## config.mk

```make
export PLATFORM = sky130hd
export DESIGN_NAME = sint_delta_decoder
export DESIGN_NICKNAME = d
export VERILOG_FILES = /design/src/rtl/sint_delta_decoder_pkg.sv /design/src/rtl/sint_delta_decoder_add_ovf.sv /design/src/rtl/sint_delta_decoder.sv
export SDC_FILE = /design/constraint.sdc
export NUM_CORES = 1
export LEC_CHECK = 0
export BUFFER_PORTS_ARGS = -buffer_cell sky130_fd_sc_hd__buf_2
export CORE_UTILIZATION = 50
export DETAILED_ROUTE_END_ITERATION = 16
export PLACE_DENSITY_LB_ADDON = 0.3
export SLEW_MARGIN = 10
export SYNTH_ARGS = -nofsm -noshare
export SYNTH_HDL_FRONTEND = slang
export SYNTH_SLANG_ARGS = --single-unit
```

## constraint.sdc

```tcl
create_clock -name CLK -period 5.5 [get_ports CLK]
set_input_delay 0.275 -clock CLK [delete_from_list [all_inputs] [get_ports CLK]]
set_output_delay 0.275 -clock CLK [all_outputs]
set_load 0.01 [all_outputs]
```

## src/rtl/sint_delta_decoder_pkg.sv

```systemverilog
// Shared constants, signed range helpers and output-register state type
// for the SInt delta decoder family.
package sint_delta_pkg;

  localparam int DEFAULT_WIDTH = 7;
  localparam int DEFAULT_CNT_W = 16;

  typedef enum logic {
    EMPTY = 1'b0,
    FULL  = 1'b1
  } out_state_e;

  function automatic int smax(input int width);
    return (1 << (width - 1)) - 1;
  endfunction

  function automatic int smin(input int width);
    return -(1 << (width - 1));
  endfunction

endpackage

```

## src/rtl/sint_delta_decoder_add_ovf.sv

```systemverilog
// Combinational WIDTH-bit signed add with overflow flag and optional clamp
// to the signed range.
module sint_add_ovf #(
  parameter int WIDTH    = 7,
  parameter bit SATURATE = 1'b0
) (
  input  logic signed [WIDTH-1:0] a,
  input  logic signed [WIDTH-1:0] b,
  output logic signed [WIDTH-1:0] result,
  output logic                    ovf
);

  localparam logic [WIDTH-1:0] MAX_POS = {1'b0, {(WIDTH-1){1'b1}}};
  localparam logic [WIDTH-1:0] MIN_NEG = {1'b1, {(WIDTH-1){1'b0}}};

  logic [WIDTH:0] sum;

  assign sum = {a[WIDTH-1], a} + {b[WIDTH-1], b};
  assign ovf = sum[WIDTH] ^ sum[WIDTH-1];

  // The extra MSB carries the true sign of the sum, so it picks the clamp rail.
  always_comb begin
    result = sum[WIDTH-1:0];
    if (SATURATE && ovf) begin
      result = sum[WIDTH] ? MIN_NEG : MAX_POS;
    end
  end

endmodule

```

## src/rtl/sint_delta_decoder.sv

```systemverilog
// Rebuilds absolute signed samples from a delta stream; one-deep registered
// output with pass-through ready and keyframe resynchronisation.
module sint_delta_decoder
  import sint_delta_pkg::*;
#(
  parameter int WIDTH    = DEFAULT_WIDTH,
  parameter bit SATURATE = 1'b0,
  parameter int INIT     = 0,
  parameter int CNT_W    = DEFAULT_CNT_W
) (
  input  logic                    CLK,
  input  logic                    ASYNCRESET,
  input  logic                    clear,
  input  logic                    in_valid,
  output logic                    in_ready,
  input  logic                    in_first,
  input  logic signed [WIDTH-1:0] in_delta,
  output logic                    out_valid,
  input  logic                    out_ready,
  output logic signed [WIDTH-1:0] out_data,
  output logic                    overflow,
  output logic [CNT_W-1:0]        sample_count
);

  localparam logic signed [WIDTH-1:0] INIT_V = WIDTH'(INIT);

  out_state_e              state;
  logic signed [WIDTH-1:0] acc;
  logic signed [WIDTH-1:0] add_result;
  logic                    add_ovf;
  logic                    accept;

  sint_add_ovf #(
    .WIDTH    (WIDTH),
    .SATURATE (SATURATE)
  ) u_add (
    .a      (acc),
    .b      (in_delta),
    .result (add_result),
    .ovf    (add_ovf)
  );

  assign out_valid = (state == FULL);
  assign in_ready  = !clear && (!out_valid || out_ready);
  assign accept    = in_valid && in_ready;

  always_ff @(posedge CLK or posedge ASYNCRESET) begin
    if (ASYNCRESET) begin
      state        <= EMPTY;
      acc          <= INIT_V;
      out_data     <= INIT_V;
      overflow     <= 1'b0;
      sample_count <= '0;
    end else if (clear) begin
      // out_data is deliberately left alone so a consumer can still inspect it
      state        <= EMPTY;
      acc          <= INIT_V;
      overflow     <= 1'b0;
      sample_count <= '0;
    end else if (accept) begin
      state        <= FULL;
      acc          <= in_first ? in_delta : add_result;
      out_data     <= in_first ? in_delta : add_result;
      overflow     <= overflow | (!in_first && add_ovf);
      sample_count <= sample_count + 1'b1;
    end else if (out_valid && out_ready) begin
      state <= EMPTY;
    end
  end

endmodule

```

==> flow_summary.json, run 1 <==
{
  "cts.clk_slew.worst_paths_ns": 0.10,
  "cp-start-kind": "register",
  "grt_pass1_vias": 1397,
  "start_util": 0.525,
  "gp_congestion": 0.893,
  "numCtsBuffers": 5,
  "required_ns": 5.67,
  "async_reset_ff_frac": 1.00,
  "worstMarginPinSlew_ns": 0.700,
  "first_pass_iters": 4,
  "synth_xor_xnor_area_share": 0.0694,
  "overflow": 0,
  "antennaDiodeCount": 0,
  "dieWidth_um": 61.4,
  "worst_skew_pair.late_latency_ns": 0.33,
  "slew_headroom": 0.532,
  "instances_no_fill": 274,
  "met2_usage": 0.357,
  "netlist_area_um2": 1770,
  "placed_area_um2": 1990,
  "syn_inst": 187,
  "routedWlPerCell_um": 13.8,
  "setup_violations": 0,
  "crit_path_start": "acc[0]",
  "grt_use_met3": 0.0567,
  "synth.top_cell.area_share": 0.453,
  "status": "completed",
  "placed_cells_incl_taps": 266,
  "vias": 1513,
  "drt_wl_total_mm": 3.77,
  "busiest_layer": "met2",
  "crit_type": "reg2reg",
  "cp_max_fo": 4,
  "netlist_top_cells_area": "dfrtp_1, ha_1, nor2_1, nand2_1, a21oi_1",
  "cp_top_family": "compound AO/OA/AOI/OAI gates",
  "ir_worst_vdd_v": 0.000138,
  "timing.rr.start": "acc[0]",
  "ys_seq_area_frac": 0.453,
  "r2r_setup_slack_ns": 3.42,
  "routed_via_density": 5.52,
  "yosys.area_share.simple": 0.215,
  "yosysMostFrequentCell": "dfrtp_1",
  "slowest_delay_ns": 0.39,
  "holdWs_ns": 0.00770,
  "crit_buf_inv": 1,
  "chipHeight_um": 61.4,
  "min_period_ns": 2.08,
  "cts_setup_buffers": 0,
  "cp_cell_sequence": "ha_1, inv_1, fa_1, nand2b_1, a21oi_1, a211oi_1, mux2i_1, a31oi_1",
  "drive_gt1_frac": 0.219,
  "syn_nets": 209,
  "skew_ns": 0.0123,
  "totalPowerFinal_mw": 0.507,
  "root_buffer": "clkbuf_4",
  "numPortBuffers": 38,
  "hold_viol_final": 0,
  "htree_levels": 2,
  "dieArea_um2": 3770,
  "final_area_um2": 2050,
  "synth_mux_area_frac": 0.0460,
  "core_area_um2": 3360,
  "synth_top_area_cell": "dfrtp_1",
  "antenna_found_initial": 0,
  "use_met1": 0.302,
  "rsz0062_at_grt": "false",
  "fin_crit_sh": 0.378,
  "final_nets": 249,
  "syn_to_final_growth_pct": 16.1,
  "ant_nets": 0,
  "place_hpwl_mm": 2.67,
  "maxCapViolCount": 0,
  "grt_pass1_wl_mm": 6.22,
  "row_count": 21,
  "synth_warnings": 0,
  "slew_viol_final": 0,
  "synthTopCellsByCount": "dfrtp_1, nor2_1, nand2_1, a21oi_1",
  "min_path_type": "in2async",
  "tritoncts": "yes",
  "yosysUniqueCellTypes": 38,
  "yosys_register_bits": 32,
  "ctsLongestPathBuffers": 2,
  "drt_iter0_markers": 52,
  "timing.setup.tns_ns": 0,
  "synth-edff-count": 0,
  "drc_errors": 0,
  "crit_path_end_kind": "register",
  "cts_resized": 0,
  "ios": 39,
  "fmax_mhz": 481,
  "leakage_nw": 0.998,
  "synth_compound_area_frac": 0.120,
  "powerDensity_nw_per_um2": 247,
  "numClockSinks": 32,
  "arrival_ns": 2.25,
  "regToRegEndpoint": "out_data[6]",
  "syn_avg_cell_area_um2": 9.45,
  "grt_max_degree": 33,
  "synth_fa_ha_area_frac": 0.0680,
  "cts_hold_buf": 0,
  "ys.flop_type": "dfrtp_1",
  "grt_usage": 0.229,
  "synth_top_family_by_area": "simple AND/OR/NAND/NOR gates",
  "cp_slowest_cell": "dfrtp_1",
  "ff2ff_path_depth": 8
}
through the flow:
stage / worst slack, ns / util
finish: 3.42 / 0.610
CTS: 3.42 / 0.610
detailed placement: 3.41 / 0.593
global route: 3.27 / 0.610
global placement: 3.52 / 0.593
floorplan: 3.67 / -
flip-flops by register name, indices dropped and copies added (netlist names):
register	count
sample_count	16
acc	7
out_data	7
out_valid	1
overflow	1
logic make-up (layout without fill, tap and decap cells):
family | count (synthesis) | count (layout)
AND/OR/NAND/NOR | 77 | 77
AO/OA/AOI/OAI | 35 | 35
flip-flops | 32 | 32
XOR/XNOR | 14 | 14
buffers and inverters | 12 | 53
adder cells (fa/ha/maj) | 9 | 9
multiplexers | 8 | 8
placed cells by master (no fill, tap or decap), types with 2 or more instances in the layout:
| cell | count |
|---|---|
| clkbuf_4 | 5 |
| and2_1 | 2 |
| nand4_1 | 3 |
| clkbuf_1 | 2 |
| a31oi_1 | 5 |
| dfrtp_1 | 32 |
| a21o_1 | 3 |
| nor4_1 | 4 |
| nor3_1 | 5 |
| nor2_1 | 25 |
| nand2b_1 | 3 |
| ha_1 | 8 |
| a211oi_1 | 3 |
| xnor2_1 | 8 |
| and3_1 | 3 |
| mux2i_1 | 7 |
| a21oi_1 | 14 |
| xor2_1 | 6 |
| inv_1 | 5 |
| buf_2 | 38 |
| nor2b_1 | 2 |
| nand2_1 | 20 |
| o21ai_0 | 5 |
| nand3_1 | 4 |
worst reg2reg max path, stage by stage, from the launching register on:
cell and delay (ns):
dfrtp_1 0.39, ha_1 0.21, inv_1 0.07, fa_1 0.24, nand2b_1 0.15, a21oi_1 0.07
a211oi_1 0.38, mux2i_1 0.30, a31oi_1 0.13
worst max-delay path by stage:
stage | depth (start not counted) | slack [ns] | endpoint
detailed placement | 9 | 3.41 | out_data[6]
floorplan | 8 | 3.67 | out_data[6]
finish | 8 | 3.42 | out_data[6]
global placement | 9 | 3.52 | acc[6]
global route | 8 | 3.27 | out_data[6]
CTS | 8 | 3.42 | out_data[6]
routing by layer:
layer	vias to the layer above	wire, um	part of all wire
met2	55	1710	0.45
met1	708	1750	0.46
met3	12	209	0.055
met4	0	97	0.026
li1	738	-	-
met5	-	0	0
cell type report:
type	instances	area, um2
Fill cell	312	1310
Clock buffer	8	58.8
Multi-Input combinational cell	143	915
Tap cell	46	57.6
Inverter	6	22.5
Timing Repair Buffer	39	198
Sequential cell	32	801
power by group:
part / total, mW / internal [mW] / switching [mW] / leakage [nW]
clock network: 0.141 / 0.0631 / 0.0777 / 0.0326
logic: 0.105 / 0.0432 / 0.0616 / 0.545
registers: 0.261 / 0.252 / 0.00938 / 0.421
Note: power is estimated with default switching activity, not from simulation.
==> run 2: changes to the inputs <==
--- a/config.mk
+++ b/config.mk
@@ -5,8 +5,9 @@
 export SDC_FILE = /design/constraint.sdc
 export NUM_CORES = 1
 export LEC_CHECK = 0
+export ABC_AREA = 1
 export BUFFER_PORTS_ARGS = -buffer_cell sky130_fd_sc_hd__buf_2
-export CORE_UTILIZATION = 50
+export CORE_UTILIZATION = 49
 export DETAILED_ROUTE_END_ITERATION = 16
 export PLACE_DENSITY_LB_ADDON = 0.3
 export SLEW_MARGIN = 10
==> constraint.sdc (replaced) <==
create_clock -name CLK -period 1.75 [get_ports CLK]
set_input_delay 0.0875 -clock CLK [delete_from_list [all_inputs] [get_ports CLK]]
set_output_delay 0.0875 -clock CLK [all_outputs]
set_load 0.01 [all_outputs]
==> flow_summary.json, run 2 <==
{
  "ys.flop_type": "dfrtp_1",
  "grt_usage": 0.221,
  "ff2ff_path_depth": 9,
  "min_path_type": "in2reg",
  "numCtsBuffers": 5,
  "overflow": 0,
  "chipHeight_um": 64.4,
  "synthTopCellsByCount": "nand2_1, inv_1, dfrtp_1, nor2_1, nand3_1",
  "yosysUniqueCellTypes": 30,
  "hold_depth": 3,
  "netlist_top_cells_area": "dfrtp_1, nand2_1, inv_1, ha_1, nor2_1",
  "root_buffer": "clkbuf_8",
  "grt_pass1_wl_mm": 6.79,
  "grt_pass1_vias": 1528,
  "cp-start-kind": "register",
  "leakage_nw": 1.28,
  "holdWs_ns": 0.0565,
  "fin_crit_sh": 0.932,
  "slew_headroom": 0.646,
  "final_common_cell": "nand2_1",
  "tritoncts": "yes",
  "core_area_um2": 3690,
  "placed_cells_incl_taps": 336,
  "powerDensity_nw_per_um2": 773,
  "multiInputGateArea_um2": 938,
  "synth-edff-count": 0,
  "setup_violations": 0,
  "slew_viol_final": 0,
  "yosysMostFrequentCell": "nand2_1",
  "yosys_register_bits": 32,
  "synth_warnings": 0,
  "top_regs": "sample_count x16, acc x7, out_data x7",
  "final_nets": 319,
  "min_period_ns": 1.63,
  "instances_no_fill": 345,
  "hold_viol_final": 0,
  "routedWlPerCell_um": 11.5,
  "antennaDiodeCount": 0,
  "syn_inst": 251,
  "arrival_ns": 1.80,
  "async_reset_ff_frac": 1.00,
  "worst_skew_pair.late_latency_ns": 0.29,
  "synth_top_area_cell": "dfrtp_1",
  "ctsLongestPathBuffers": 2,
  "gp_congestion": 0.842,
  "totalPowerFinal_mw": 1.76,
  "place_ws_ns": 0.00371,
  "skew_ns": 0.00456,
  "vias": 1692,
  "crit_path_end_kind": "register",
  "syn_to_final_growth_pct": 19.5,
  "cp_max_fo": 4,
  "required_ns": 1.92,
  "ys_seq_area_frac": 0.420,
  "ios": 39,
  "drt_iter0_markers": 73,
  "routed_via_density": 4.90,
  "htree_levels": 2,
  "drt_wl_total_mm": 3.96,
  "syn_nets": 273,
  "ant_nets": 0,
  "dieArea_um2": 4150,
  "fmax_mhz": 613,
  "drc_errors": 0,
  "row_count": 22,
  "status": "completed",
  "syn_avg_cell_area_um2": 7.60,
  "largest-register": "sample_count",
  "worst_slack_ns": 0.119,
  "layout_common_cells": "nand2_1, buf_2, inv_1",
  "numClockSinks": 32,
  "crit_type": "reg2reg",
  "drive_gt1_frac": 0.256,
  "fill_cells": 353,
  "cts.clk_slew.worst_paths_ns": 0.06,
  "start_util": 0.517,
  "first_pass_iters": 4,
  "maxCapViolCount": 0,
  "antenna_found_initial": 0,
  "dieWidth_um": 64.4,
  "grt_max_degree": 33,
  "synth.top_cell.area_share": 0.420,
  "numPortBuffers": 38,
  "ff_latch_area_um2": 801,
  "ir_worst_vdd_v": 0.000432,
  "netlist_area_um2": 1910,
  "timing.setup.tns_ns": 0,
  "largest_reg_flops": 16,
  "worstMarginPinSlew_ns": 0.530,
  "place_hpwl_mm": 2.89,
  "rsz0062_at_grt": "true"
}
==> run 2: cell count changes in the layout (fill, tap and decap cells not counted), sizes merged, moves of 6 or more <==
cell   delta
xor2      -6
xnor2     -7
o21ai    +10
inv      +34
nand2    +58
nand3    +10
a21oi     -6
mux2i     -7
==> run 2: final cells by class <==
cell class,instances,share of cell area
clock buffers,7,0.0423
inverters,39,0.0642
multi-input cells,175,0.412
flip-flops and latches,32,0.351
well taps,48,0.0263
repair buffers,44,0.104
==> run 2: cells by family after synthesis <==
family / after synthesis / synth area share
simple gates: 131 / 0.314
flops: 32 / 0.420
fa+ha+maj: 9 / 0.0630
xor+xnor: 1 / 0.00459
buf+inv: 44 / 0.0957
compound gates: 34 / 0.103
==> run 2: metrics by stage <==
| stage | util | area, um2 |
|---|---|---|
| floorplan | - | 1910 |
| global placement | 0.583 | 2150 |
| detailed placement | 0.583 | 2150 |
| CTS | 0.612 | 2260 |
| global route | 0.618 | 2280 |
| finish | 0.618 | 2280 |
==> run 2: power breakdown <==
part / leakage (nW) / switching [mW] / internal (mW)
clock: 0.0503 / 0.257 / 0.349
combinational: 0.804 / 0.201 / 0.132
sequential: 0.428 / 0.0307 / 0.792
==> run 2: path summary, 6_finish.rpt <==
check	start	to	slack, ns
max	acc[0]	acc[2]	0.12
min	in_delta[2]	out_data[2]	0.06
max reg2reg	acc[0]	acc[2]	0.12
min reg2reg	out_data[1]	out_data[1]	0.48
max in group asynchronous	ASYNCRESET	acc[3]	1.03
min in group asynchronous	ASYNCRESET	sample_count[13]	0.42
==> run 2: routing by layer <==
layer	share of wire	track usage
met3	0.041	0.0696
met1	0.49	0.288
met4	0.017	0.0861
met5	0	0
met2	0.45	0.339
==> run 2: critical path, cell delays in order, from the launching register on <==
cell	delay (ns)
dfrtp_1	0.38
ha_2	0.19
inv_1	0.07
fa_2	0.19
inv_2	0.05
or2_2	0.26
a21oi_1	0.14
nor2_1	0.05
o21ai_1	0.11
nand2_1	0.07
==> run 2: what timing repair did <==
action / in CTS / in global routing
setup endpoints to repair: 1 / 6
resized for setup: 1 / 7
pin swaps: 0 / 3
hold buffers: 1 / 0
setup buffers: 0 / 1
hold endpoints to repair: 32 / 0
==> run 3: changes to the inputs <==
--- a/config.mk
+++ b/config.mk
@@ -7,10 +7,9 @@
 export LEC_CHECK = 0
 export ABC_AREA = 1
 export BUFFER_PORTS_ARGS = -buffer_cell sky130_fd_sc_hd__buf_2
-export CORE_UTILIZATION = 49
+export CORE_UTILIZATION = 50
 export DETAILED_ROUTE_END_ITERATION = 16
 export PLACE_DENSITY_LB_ADDON = 0.3
-export SLEW_MARGIN = 10
 export SYNTH_ARGS = -nofsm -noshare
 export SYNTH_HDL_FRONTEND = slang
 export SYNTH_SLANG_ARGS = --single-unit
==> constraint.sdc (replaced) <==
create_clock -name CLK -period 1.7 [get_ports CLK]
set_input_delay 0.085 -clock CLK [delete_from_list [all_inputs] [get_ports CLK]]
set_output_delay 0.085 -clock CLK [all_outputs]
set_load 0.01 [all_outputs]
==> flow_summary.json, run 3 (same netlist as run 2, synthesis figures left out) <==
{
  "status": "completed",
  "drt_iter0_markers": 100,
  "root_buffer": "clkbuf_8",
  "antennaDiodeCount": 0,
  "antenna_found_initial": 0,
  "worst_slack_ns": 0.0271,
  "place_hpwl_mm": 3.03,
  "rsz0062_at_grt": "true",
  "min_period_ns": 1.67,
  "leakage_nw": 1.28,
  "worstHoldStart": "in_delta[2]",
  "overflow": 0,
  "start_util": 0.521,
  "grt_pass1_vias": 1607,
  "gp_congestion": 0.867,
  "cp_cell_sequence": "ha_2, inv_2, fa_2, inv_2, or2_2, a21oi_2, nor2_1, o21ai_0, nand2_1",
  "chipHeight_um": 63.8,
  "core_area_um2": 3660,
  "instances_no_fill": 345,
  "hold_viol_final": 0,
  "htree_levels": 2,
  "fmax_mhz": 598,
  "setup_violations": 0,
  "syn_to_final_growth_pct": 20.3,
  "ff2ff_path_depth": 9,
  "skew_ns": 0.00419,
  "top_regs": "sample_count x16, acc x7, out_data x7",
  "crit_path_end_kind": "register",
  "fill_cells": 323,
  "required_ns": 1.87,
  "min_path_type": "in2reg",
  "tritoncts": "yes",
  "grt_max_degree": 33,
  "first_pass_iters": 4,
  "largest-register": "sample_count",
  "row_count": 22,
  "slew_viol_final": 0,
  "ff_latch_area_um2": 801,
  "cts_setup_buffers": 0,
  "vias": 1763,
  "slew_headroom": 0.673,
  "dieArea_um2": 4070,
  "numPortBuffers": 38,
  "timing.rr.start": "acc[0]",
  "grt_pass1_wl_mm": 7.01,
  "worstMarginPinSlew_ns": 0.489,
  "maxCapViolCount": 0,
  "hold_depth": 3,
  "arrival_ns": 1.84,
  "dieWidth_um": 63.8,
  "numClockSinks": 32,
  "placed_area_um2": 2150,
  "whs_endpoint": "out_data[2]",
  "drive_gt1_frac": 0.273,
  "fin_crit_sh": 0.984,
  "grt_usage": 0.226,
  "crit_type": "reg2reg",
  "drc_errors": 0,
  "numCtsBuffers": 5,
  "cp_slowest_cell": "dfrtp_1",
  "powerDensity_nw_per_um2": 838,
  "r2r_setup_slack_ns": 0.03,
  "final_common_cell": "nand2_1",
  "ant_nets": 0,
  "slowest_delay_ns": 0.38,
  "layout_common_cells": "nand2_1, buf_2, dfrtp_1",
  "ctsLongestPathBuffers": 2,
  "cp_common_cell": "inv_2",
  "worst_skew_pair.late_latency_ns": 0.28,
  "ios": 39,
  "routedWlPerCell_um": 12.0,
  "largest_reg_flops": 16,
  "placed_cells_incl_taps": 336,
  "cp_max_fo": 4,
  "drt_wl_total_mm": 4.14,
  "multiInputGateArea_um2": 947,
  "cp-start-kind": "register",
  "routed_via_density": 5.11,
  "cts.clk_slew.worst_paths_ns": 0.07,
  "regToRegEndpoint": "acc[2]",
  "place_ws_ns": -0.0628,
  "final_nets": 318,
  "final_area_um2": 2300,
  "ir_worst_vdd_v": 0.000511
}
[run 3: routing by layer]
metal,up-vias,part of all wire,track usage
met5,-,0,0
met4,0,0.012,0.0994
met3,6,0.053,0.0625
met2,50,0.47,0.343
met1,825,0.47,0.302
li1,882,-,-
[run 3: worst max path at each step]
stage / slack [ns] / start / end
3_3_place_gp: 0.02 / acc[0] / out_data[6]
2_1_floorplan: 0.1 / acc[0] / acc[6]
4_1_cts: 0.02 / acc[0] / acc[6]
3_5_place_dp: -0.06 / acc[0] / acc[6]
6_report: 0.03 / acc[0] / acc[2]
5_1_grt: -0.04 / acc[0] / out_data[2]
[run 3: what timing repair did]
action                                 CTS  global route
setup endpoints to repair                2             7
gates resized for setup                  2             9
hold buffers                             1             0
pin swaps                                0             5
endpoints found under the hold margin   32             0
[run 3: layout make-up]
cell class,instances,share of cell area
Clock buffer,5,0.0300
Multi-Input combinational cell,175,0.413
Inverter,39,0.0638
Sequential cell,32,0.349
Tap cell,48,0.0262
Timing Repair Buffer,43,0.100
Clock inverter,3,0.0185
[run 3: through the flow]
step,setup TNS (ns),hold slack (ns),utilization,power [mW]
after floorplan,0,0.201,-,1.09
after global placement,0,0.190,0.588,1.19
after detailed placement,-0.103,0.196,0.588,1.20
after CTS,0,0.0726,0.622,1.93
after global routing,-0.103,0.0856,0.627,2.03
final,0,0.0762,0.627,1.92
[run 3: worst max-delay path: cells and delay by family (launching register included)]
kind	cells	cell delay (ns)
AOI/OAI and AO/OA	2	0.26
adders and majority gates	2	0.38
buffers and inverters	2	0.10
DFF	1	0.38
and+or+nand+nor	3	0.43
[run 3: power breakdown]
part,leakage (nW),internal [mW],switching (mW)
clock network,0.0541,0.433,0.295
logic,0.798,0.137,0.213
registers,0.428,0.814,0.0314
